## config.mk

```make
export PLATFORM = sky130hd
export DESIGN_NAME = tank_ctrl
export DESIGN_NICKNAME = d
export VERILOG_FILES = /design/src/rtl/tank_ctrl.sv
export SDC_FILE = /design/constraint.sdc
export NUM_CORES = 1
export LEC_CHECK = 0
export CAP_MARGIN = 30
export CORE_MARGIN = 4
export CORE_UTILIZATION = 33
export CTS_CLUSTER_DIAMETER = 80
export DETAILED_ROUTE_END_ITERATION = 8
export HOLD_SLACK_MARGIN = 0.06
export PLACE_DENSITY = 0.61
export SYNTH_ARGS = -nofsm -noshare
export SYNTH_HDL_FRONTEND = slang
export SYNTH_SLANG_ARGS = --single-unit
export TNS_END_PERCENT = 10
```

## constraint.sdc

```tcl
create_clock -name clk25 -period 2.7 [get_ports clk25]
set_input_delay 0.27 -clock clk25 [delete_from_list [all_inputs] [get_ports clk25]]
set_output_delay 0.27 -clock clk25 [all_outputs]
set_load 0.05 [all_outputs]
```

## src/rtl/tank_ctrl.sv

```systemverilog
// -----------------------------------------------------------------------------
// tank_ctrl -- player tank controller for the battle-tanks core.
//
// Turns the one-hot keypad code into a facing direction and bounded motion.
// Moves are clamped to the arena, and a blocked tank backs off to its last
// position. Bullet hits are handled with an explosion/ack handshake and a
// respawn delay. Motion, respawn and cooldown all advance on a free-running
// tick derived from clk25.
//
// Optional feature macro: TANK_FIRE_EN
//   defined   -> FIRE key (player[4]) issues one-cycle fire pulses with a
//                tick-based cooldown.
//   undefined -> fire is tied low; the port is kept.
//
// Ports:
//   clk25          in   25 MHz pixel clock (sole clock)
//   reset          in   asynchronous active-low reset
//   xpos / ypos    in   spawn coordinates, sampled in SPAWN
//   player         in   keypad code: DOWN=0001 RIGHT=0010 UP=0100 LEFT=1000,
//                       bit 4 = FIRE
//   blocked        in   tank overlaps a wall/tank at its current position
//   explosion_flag in   hit request from the bullet logic
//   x_tank/y_tank  out  tank position (top-left corner)
//   direction      out  UP=00 DOWN=01 LEFT=10 RIGHT=11
//   alive          out  high only while in ALIVE
//   moving         out  high when the last tick changed the position
//   explosion_ack  out  explosion handshake acknowledge
//   fire           out  one-cycle shot request
// -----------------------------------------------------------------------------
module tank_ctrl #(
    parameter int TICK_DIV      = 200000,
    parameter int STEP          = 1,
    parameter int X_MIN         = 0,
    parameter int X_MAX         = 608,
    parameter int Y_MIN         = 0,
    parameter int Y_MAX         = 448,
    parameter int RESPAWN_TICKS = 64,
    parameter int FIRE_COOLDOWN = 50
) (
    input  logic       clk25,
    input  logic       reset,
    input  logic [9:0] xpos,
    input  logic [8:0] ypos,
    input  logic [4:0] player,
    input  logic       blocked,
    input  logic       explosion_flag,
    output logic [9:0] x_tank,
    output logic [8:0] y_tank,
    output logic [1:0] direction,
    output logic       alive,
    output logic       moving,
    output logic       explosion_ack,
    output logic       fire
);

    localparam int DIV_W = $clog2(TICK_DIV);
    localparam int RSP_W = $clog2(RESPAWN_TICKS + 1);

    localparam logic [1:0] DIR_UP    = 2'b00;
    localparam logic [1:0] DIR_DOWN  = 2'b01;
    localparam logic [1:0] DIR_LEFT  = 2'b10;
    localparam logic [1:0] DIR_RIGHT = 2'b11;

    typedef enum logic [1:0] {
        ST_SPAWN = 2'b00,
        ST_ALIVE = 2'b01,
        ST_DEAD  = 2'b10
    } state_t;

    state_t           state_r, state_n;
    logic [DIV_W-1:0] div_r;
    logic             tick_s;
    logic [9:0]       x_r, x_n, sx_r, sx_n;
    logic [8:0]       y_r, y_n, sy_r, sy_n;
    logic [1:0]       dir_r, dir_n;
    logic             alive_r, moving_r, moving_n, ack_r, ack_n;
    logic [RSP_W-1:0] rsp_r, rsp_n;
    logic             key_one_hot_s;

    // Moves are computed 12 bits wide and signed so x+STEP (up to 1038)
    // and 0-STEP are representable before clamping -- nothing ever wraps.
    logic signed [11:0] x_ext_s, y_ext_s, step_s;

    function automatic logic is_one_hot4(input logic [3:0] v);
        return (v == 4'b0001) || (v == 4'b0010) ||
               (v == 4'b0100) || (v == 4'b1000);
    endfunction

    function automatic logic [1:0] key_to_dir(input logic [3:0] v);
        logic [1:0] d;
        case (v)
            4'b0001: d = DIR_DOWN;
            4'b0010: d = DIR_RIGHT;
            4'b0100: d = DIR_UP;
            4'b1000: d = DIR_LEFT;
            default: d = DIR_UP;
        endcase
        return d;
    endfunction

    function automatic logic [9:0] clamp_x(input logic signed [11:0] v);
        logic [9:0] r;
        if (v > $signed(12'(X_MAX))) begin
            r = 10'(X_MAX);
        end else if (v < $signed(12'(X_MIN))) begin
            r = 10'(X_MIN);
        end else begin
            r = v[9:0];
        end
        return r;
    endfunction

    function automatic logic [8:0] clamp_y(input logic signed [11:0] v);
        logic [8:0] r;
        if (v > $signed(12'(Y_MAX))) begin
            r = 9'(Y_MAX);
        end else if (v < $signed(12'(Y_MIN))) begin
            r = 9'(Y_MIN);
        end else begin
            r = v[8:0];
        end
        return r;
    endfunction

    assign tick_s        = (div_r == DIV_W'(TICK_DIV - 1));
    assign key_one_hot_s = is_one_hot4(player[3:0]);
    assign x_ext_s       = $signed({2'b00, x_r});
    assign y_ext_s       = $signed({3'b000, y_r});
    assign step_s        = $signed(12'(STEP));

    // Free-running motion tick divider, independent of the FSM.
    always_ff @(posedge clk25 or negedge reset) begin
        if (!reset) begin
            div_r <= '0;
        end else if (tick_s) begin
            div_r <= '0;
        end else begin
            div_r <= div_r + DIV_W'(1);
        end
    end

    // Next-state and next-output logic for the SPAWN/ALIVE/DEAD FSM.
    always_comb begin
        state_n  = state_r;
        x_n      = x_r;
        y_n      = y_r;
        sx_n     = sx_r;
        sy_n     = sy_r;
        dir_n    = dir_r;
        moving_n = moving_r;
        ack_n    = ack_r;
        rsp_n    = rsp_r;
        case (state_r)
            ST_SPAWN: begin
                x_n      = xpos;
                y_n      = ypos;
                // The saved position starts at the spawn point so an early
                // blocked tick cannot restore a stale previous-life position.
                sx_n     = xpos;
                sy_n     = ypos;
                dir_n    = DIR_UP;
                moving_n = 1'b0;
                ack_n    = 1'b0;
                state_n  = ST_ALIVE;
            end
            ST_ALIVE: begin
                if (key_one_hot_s) begin
                    dir_n = key_to_dir(player[3:0]);
                end else begin
                    dir_n = dir_r;
                end
                if (explosion_flag) begin
                    state_n  = ST_DEAD;
                    ack_n    = 1'b1;
                    rsp_n    = RSP_W'(RESPAWN_TICKS);
                    moving_n = 1'b0;
                end else if (tick_s && blocked) begin
                    x_n      = sx_r;
                    y_n      = sy_r;
                    moving_n = 1'b0;
                end else if (tick_s && key_one_hot_s) begin
                    sx_n = x_r;
                    sy_n = y_r;
                    case (player[3:0])
                        4'b0001: y_n = clamp_y(y_ext_s + step_s);
                        4'b0010: x_n = clamp_x(x_ext_s + step_s);
                        4'b0100: y_n = clamp_y(y_ext_s - step_s);
                        4'b1000: x_n = clamp_x(x_ext_s - step_s);
                        default: x_n = x_r;
                    endcase
                    moving_n = (x_n != x_r) || (y_n != y_r);
                end else if (tick_s) begin
                    moving_n = 1'b0;
                end else begin
                    moving_n = moving_r;
                end
            end
            ST_DEAD: begin
                if (tick_s && (rsp_r != '0)) begin
                    rsp_n = rsp_r - RSP_W'(1);
                end else begin
                    rsp_n = rsp_r;
                end
                if (!explosion_flag) begin
                    ack_n = 1'b0;
                end else begin
                    ack_n = ack_r;
                end
                // Leave only once the delay has run out and the bullet logic
                // has seen the ack drop (four-phase handshake complete).
                if ((rsp_r == '0) && !explosion_flag && !ack_r) begin
                    state_n = ST_SPAWN;
                end else begin
                    state_n = ST_DEAD;
                end
            end
            default: begin
                state_n = ST_SPAWN;
            end
        endcase
    end

    // State and registered-output update.
    always_ff @(posedge clk25 or negedge reset) begin
        if (!reset) begin
            state_r  <= ST_SPAWN;
            x_r      <= 10'd0;
            y_r      <= 9'd0;
            sx_r     <= 10'd0;
            sy_r     <= 9'd0;
            dir_r    <= DIR_UP;
            alive_r  <= 1'b0;
            moving_r <= 1'b0;
            ack_r    <= 1'b0;
            rsp_r    <= '0;
        end else begin
            state_r  <= state_n;
            x_r      <= x_n;
            y_r      <= y_n;
            sx_r     <= sx_n;
            sy_r     <= sy_n;
            dir_r    <= dir_n;
            alive_r  <= (state_n == ST_ALIVE);
            moving_r <= moving_n;
            ack_r    <= ack_n;
            rsp_r    <= rsp_n;
        end
    end

`ifdef TANK_FIRE_EN
    localparam int CD_W = $clog2(FIRE_COOLDOWN + 1);

    logic [CD_W-1:0] cd_r, cd_n;
    logic            fire_r, fire_n;

    // Fire request and cooldown; a shot takes priority over the tick decrement.
    always_comb begin
        fire_n = 1'b0;
        cd_n   = cd_r;
        if (state_r == ST_SPAWN) begin
            cd_n = '0;
        end else if ((state_r == ST_ALIVE) && !explosion_flag &&
                     player[4] && (cd_r == '0)) begin
            fire_n = 1'b1;
            cd_n   = CD_W'(FIRE_COOLDOWN);
        end else if (tick_s && (cd_r != '0)) begin
            cd_n = cd_r - CD_W'(1);
        end else begin
            cd_n = cd_r;
        end
    end

    // Fire pulse and cooldown registers.
    always_ff @(posedge clk25 or negedge reset) begin
        if (!reset) begin
            cd_r   <= '0;
            fire_r <= 1'b0;
        end else begin
            cd_r   <= cd_n;
            fire_r <= fire_n;
        end
    end

    assign fire = fire_r;
`else
    logic fire_key_unused_s;

    assign fire_key_unused_s = player[4];
    assign fire              = 1'b0;
`endif

    assign x_tank        = x_r;
    assign y_tank        = y_r;
    assign direction     = dir_r;
    assign alive         = alive_r;
    assign moving        = moving_r;
    assign explosion_ack = ack_r;

endmodule

```

==> results of run 1 <==
[final timing paths]
check / startpoint / to / slack, ns / cells past startpoint
min: reset / div_r[10]$_DFF_PN0_ / 0.40 / 2
max reg2reg: x_tank[0]$_DFFE_PN0P_ / moving$_DFFE_PN0P_ / -0.03 / 11
min reg2reg: sx_r[3]$_DFFE_PN0P_ / sx_r[3]$_DFFE_PN0P_ / 0.48 / 1
max in group asynchronous: reset / x_tank[5]$_DFFE_PN0P_ / 1.71 / 3
max: x_tank[0]$_DFFE_PN0P_ / moving$_DFFE_PN0P_ / -0.03 / 11
min in group clk25: sx_r[3]$_DFFE_PN0P_ / sx_r[3]$_DFFE_PN0P_ / 0.48 / 1
[timing repair]
| action | CTS | global route |
|---|---|---|
| hold buffers | 1 | 0 |
| resized for setup | 14 | 35 |
| gates cloned | 0 | 0 |
| endpoints found under the hold margin | 31 | 0 |
| endpoints found under the setup margin | 6 | 11 |
| pin swaps | 6 | 27 |
| buffers inserted | 5 | 6 |
[flip-flops by register name, indices dropped and copies added, names as in the netlist, 2 cells and up]
signal,flops
sy_r,9
x_tank,10
rsp_r,7
div_r,18
y_tank,9
state_r,2
sx_r,10
direction,2
[cells by family after synthesis]
| group | synth area share |
|---|---|
| compound gates | 0.270 |
| xor+xnor | 0.0455 |
| fa+ha+maj | 0.0224 |
| buf+inv | 0.0578 |
| flops | 0.314 |
| mux | 0.0253 |
| other cells | 0.000672 |
| simple gates | 0.264 |
[cell usage in the layout (no fill, tap or decap), drive strengths merged, types with 8 or more instances in the layout]
cell           instances
nand4                 13
nand2                 85
xnor2                 14
xor2                  15
nand3                 27
clkdlybuf4s50         49
or3                    8
nor4                   8
dfrtp                 70
inv                   18
nor2                  45
nor3                  28
a211oi                17
o211ai                11
buf                  113
a21o                  11
mux2i                 13
a31oi                 17
o21ai                 58
and3                  10
ha                    10
a21oi                 52
clkbuf                 9
[per-stage QoR]
step                      power, mW  setup TNS [ns]  instance area (µm²)  hold WS (ns)   util
after detailed placement       6.69          -0.509                 6940         0.252  0.419
final                          8.39         -0.0300                 7580         0.403  0.457
after CTS                      8.19         -0.0194                 7380         0.416  0.445
after global routing           9.00          -0.357                 7580         0.437  0.457
after global placement         6.67          -0.333                 6940         0.255  0.419
after floorplan                5.01         -0.0238                 5650       -0.0256      -
[final cells by class]
cell class	instances	area (µm²)
well taps	220	275
fillers	1646	9010
repair buffers	163	1410
multi-input cells	547	3740
clock buffers	9	225
flip-flops and latches	70	1770
clock inverters	7	96.3
inverters	17	66.3
[report_power, final]
part / internal [mW] / switching, mW
Clock: 0.812 / 0.504
Combinational: 2.10 / 2.99
Sequential: 1.45 / 0.530
[layer usage]
layer,global-route usage,vias up,share of wire,wire length (µm)
li1,-,2808,-,-
met1,0.268,2728,0.48,8590
met2,0.301,152,0.46,8340
met3,0.0328,17,0.047,852
met4,0.0494,0,0.013,234
met5,0,-,0,0
[worst reg2reg max path: cells and delay by family, from the launching register on]
| family | cells | cell delay, ns |
|---|---|---|
| buf+inv | 1 | 0.17 |
| compound gates | 6 | 1.15 |
| fa+ha+maj | 1 | 0.20 |
| simple gates | 3 | 0.55 |
| flops | 1 | 0.53 |
==> results.sh, run 1 <==
export IMPL_max_slew_worst_pin_slew_ns=0.572
export IMPL_crit_path_cell_trace="ha_4 -> and4_4 -> a32o_2 -> o311ai_2 -> buf_4 -> o21ai_4 -> and2_4 -> a211oi_2 -> o221ai_2 -> nor4_2 -> a32oi_2"
export IMPL_antenna_found_initial=0
export IMPL_critPathCaptureType="flip-flop"
export IMPL_dpl_cell_count=1006
export IMPL_cts_clk_slew_worst_paths_ns=0.06
export IMPL_crit_buf_inv=1
export IMPL_fp_row_count=47
export IMPL_grt_max_degree=40
export IMPL_nNetsFinal=846
export IMPL_finalSetupViolCount=1
export IMPL_mappedNetlistNets=730
export IMPL_syn_area_um2=5580
export IMPL_place_gp_congestion=0.967
export IMPL_synth_seq_area_share=0.314
export IMPL_cts_tree="built"
export IMPL_routed_wl_um=18000
export IMPL_core_um2=16600
export IMPL_die_height_um=138
export IMPL_crit_family="compound AO/OA/AOI/OAI gates"
export IMPL_powerDensity_nw_per_um2=1110
export IMPL_final_max_slew_viol_count=0
export IMPL_boundaryPins=53
export IMPL_yosysMostFrequentCell="nand2_1"
export IMPL_slowest_delay_ns=0.53
export IMPL_ant_nets=0
export IMPL_ys_warn_count=0
export IMPL_outcome="complete, but fails checks"
export IMPL_cp_arrival_ns=2.94
export IMPL_synth_top_cell_by_area="dfrtp_1"
export IMPL_portBuffers=50
export IMPL_netlist_instances=692
export IMPL_viasPerCell=5.52
export IMPL_layout_setup_ws_ns=-0.0300
export IMPL_cts_inserted_buffers=9
export IMPL_synth_avg_cell_area_um2=8.07
export IMPL_cts_root_buf="clkbuf_16"
export IMPL_synth_edf_count=0
export IMPL_drt_initial_drc_count=394
export IMPL_cp_max_fo=5
export IMPL_cts_buffer_depth=2
export IMPL_max_freq_mhz=366
export IMPL_slowest_stage="dfrtp_4"
export IMPL_cts_sinks=70
export IMPL_synth_seq_cells=70
export IMPL_relSlewSlack=0.613
export IMPL_die_width_um=138
export IMPL_vdd_drop_max_uv=489
export IMPL_initial_core_util=0.337
export IMPL_dr_pass1_iters=5
export IMPL_ys_flop_type="dfrtp_1"
export IMPL_wl_per_cell_um=17.4
export IMPL_grt_total_usage=0.189
export IMPL_crit_type="reg -> reg"
export IMPL_netlist_top_cells_area="dfrtp_1 31%, nand2_1 5.6%, a21oi_1 4.7%, o21ai_0 4.0%, nor2_1 3.0%"
export IMPL_startpoint_type="flip-flop"
export IMPL_h_tree_depth=3
export IMPL_drcViolationCount=0
export IMPL_synth_cell_type_count=85
export IMPL_post_route_min_period_ns=2.73
export IMPL_diodes=0
export IMPL_drive_gt1_frac=0.257
export IMPL_worstPathRequired_ns=2.91
export IMPL_maxCapViolCount=0
export IMPL_rsz0062_at_grt="true"
export IMPL_clkLatencyLatePin_ns=0.35
export IMPL_syn_to_final_growth_pct=35.7
export IMPL_failed_checks="negative setup slack"
export IMPL_period_share=1.01
export IMPL_hpwl_um=13100
export IMPL_ys_async_sr_fraction=1.00
export IMPL_design_die_area_um2=19100
export IMPL_synth_top_cell_area_share=0.314
export IMPL_grt_pass1_vias=5426
export IMPL_vias=5705
export IMPL_hold_violations=0
export IMPL_layout_cells_non_filler=1033
export IMPL_skew_ns=0.0101
export IMPL_synth_common_cells="83 x nand2_1, 70 x dfrtp_1, 52 x a21oi_1, 45 x nor2_1, 45 x o21ai_0"
export IMPL_min_path_type="in -> async"
export IMPL_grt_ovfl_total=0
export IMPL_dp_slack_ns=-0.141
export IMPL_p_leak_nw=3.11
export IMPL_grt_pass1_wl_um=29700
Power figures use the tool's default switching activity.
==> inputs of run 2 (changes only) <==
- SETUP_SLACK_MARGIN: not set -> 0.5
==> results.sh, run 2 (same netlist as run 1, synthesis figures left out) <==
export IMPL_outcome="completed"
export IMPL_cp_arrival_ns=2.84
export IMPL_highest_layer="met4"
export IMPL_layout_cells_non_filler=1046
export IMPL_nNetsFinal=859
export IMPL_boundaryPins=53
export IMPL_utilization=0.463
export IMPL_post_route_min_period_ns=2.64
export IMPL_h_tree_depth=3
export IMPL_cts_buffer_depth=2
export IMPL_drt_met1_wl_um=8320
export IMPL_hold_violations=0
export IMPL_final_max_slew_viol_count=0
export IMPL_whs_ns=0.468
export IMPL_crit_type="reg -> reg"
export IMPL_cts_root_buf="clkbuf_16"
export IMPL_p_total_mw=8.32
export IMPL_min_path_type="in -> async"
export IMPL_drcViolationCount=0
export IMPL_die_width_um=138
export IMPL_clkLatencyLatePin_ns=0.35
export IMPL_cts_sinks=70
export IMPL_grt_pass1_wl_um=28800
export IMPL_max_slew_worst_pin_slew_ns=0.545
export IMPL_ant_nets=0
export IMPL_regMostFlops="div_r"
export IMPL_period_share=0.977
export IMPL_powerDensity_nw_per_um2=1080
export IMPL_dpl_cell_count=1009
export IMPL_fillers=1657
export IMPL_core_um2=16600
export IMPL_reg2regPathDepth=10
export IMPL_antenna_found_initial=0
export IMPL_critPathCaptureType="flip-flop"
export IMPL_cts_tree="built"
export IMPL_final_cell_mix="115 x buf_4, 83 x nand2_1, 61 x dfrtp_1"
export IMPL_drive_gt1_frac=0.277
export IMPL_rsz0062_at_grt="true"
export IMPL_cp_max_fo=4
export IMPL_max_freq_mhz=379
export IMPL_reg2reg_to="moving$_DFFE_PN0P_"
export IMPL_wl_met3_um=968
export IMPL_startpoint_type="flip-flop"
export IMPL_skew_ns=0.00702
export IMPL_cts_inserted_buffers=9
export IMPL_grt_total_usage=0.182
export IMPL_vias=5825
export IMPL_hpwl_um=12800
export IMPL_cts_clk_slew_worst_paths_ns=0.06
export IMPL_largest_register_ffs=18
export IMPL_seqCellArea_um2=1770
export IMPL_dp_slack_ns=-0.160
export IMPL_wl_per_cell_um=17.0
export IMPL_portBuffers=50
export IMPL_viasPerCell=5.57
export IMPL_multi_input_area_um2=3790
export IMPL_p_leak_nw=3.16
export IMPL_grt_max_degree=71
export IMPL_r2r_start="x_tank[0]$_DFFE_PN0P_"
export IMPL_fp_row_count=47
export IMPL_maxCapViolCount=0
export IMPL_initial_core_util=0.337
export IMPL_die_height_um=138
export IMPL_design_die_area_um2=19100
export IMPL_layout_setup_ws_ns=0.0631
export IMPL_place_gp_congestion=0.917
export IMPL_vdd_drop_max_uv=450
export IMPL_routed_wl_um=17800
export IMPL_wl_met2_um=8180
export IMPL_reg2reg_setup_slack_ns=0.06
export IMPL_grt_ovfl_total=0
export IMPL_drt_initial_drc_count=460
export IMPL_dr_pass1_iters=5
export IMPL_grt_pass1_vias=5354
export IMPL_relSlewSlack=0.635
export IMPL_diodes=0
export IMPL_worstPathRequired_ns=2.91
export IMPL_finalSetupViolCount=0
export IMPL_syn_to_final_growth_pct=37.5
export IMPL_mostFrequentLayoutCell="buf_4"
## run 2: stage by stage
stage | setup TNS (ns) | instance area, µm²
6_report | 0 | 7670
5_1_grt | -0.0534 | 7670
4_1_cts | 0 | 7430
3_5_place_dp | -0.282 | 6970
3_3_place_gp | -0.137 | 6970
2_1_floorplan | 0 | 5680
## run 2: area by class of cell
| type | instances | share of cell area |
|---|---|---|
| clock buffers | 10 | 0.0298 |
| clock inverters | 6 | 0.00522 |
| inverters | 17 | 0.00929 |
| multi-input cells | 547 | 0.494 |
| flip-flops and latches | 70 | 0.230 |
| well taps | 220 | 0.0359 |
| repair buffers | 176 | 0.196 |
## run 2: power by group
part,switching (mW),total [mW],internal (mW)
Clock,0.477,1.10,0.620
Sequential,0.497,1.95,1.45
Combinational,3.08,5.28,2.20
## run 2: how the worst max path moves through the flow
| stage | cells past startpoint | slack (ns) | startpoint | to |
|---|---|---|---|---|
| 3_5_place_dp | 9 | -0.16 | player[1] | moving$_DFFE_PN0P_ |
| 3_3_place_gp | 9 | -0.09 | player[1] | moving$_DFFE_PN0P_ |
| 6_report | 10 | 0.06 | x_tank[0]$_DFFE_PN0P_ | moving$_DFFE_PN0P_ |
| 5_1_grt | 10 | -0.05 | x_tank[1]$_DFFE_PN0P_ | moving$_DFFE_PN0P_ |
| 4_1_cts | 10 | 0.02 | x_tank[0]$_DFFE_PN0P_ | moving$_DFFE_PN0P_ |
| 2_1_floorplan | 13 | 0.04 | x_tank[1]$_DFFE_PN0P_ | moving$_DFFE_PN0P_ |
## run 2: timing repair
item / in CTS / in global routing
buffers inserted: 13 / 7
hold endpoints to repair: 70 / 0
resized for setup: 14 / 46
hold buffers: 1 / 0
endpoints found under the setup margin: 44 / 48
pin swaps: 19 / 27
## run 2: layer usage
layer,GRT usage,vias to the layer above
met5,0,-
met1,0.262,2753
met3,0.0228,32
li1,-,2828
met2,0.284,212
met4,0.0603,0
## run 2: critical path, stage by stage, from the launching register on
cell       delay [ns]
dfrtp_4          0.52
buf_6            0.14
and3_4           0.16
or4_4            0.41
a22oi_2          0.25
o21ai_4          0.11
buf_6            0.14
a31oi_2          0.25
a211oi_2         0.09
a2111oi_2        0.28
a32oi_1          0.14
==> inputs of run 3 (changes only) <==
- CTS_CLUSTER_DIAMETER: 80 -> 100
- SLEW_MARGIN: not set -> 20
==> results of run 3 <==
Same layout as run 2: the final DEF is identical, and so are final timing and power.
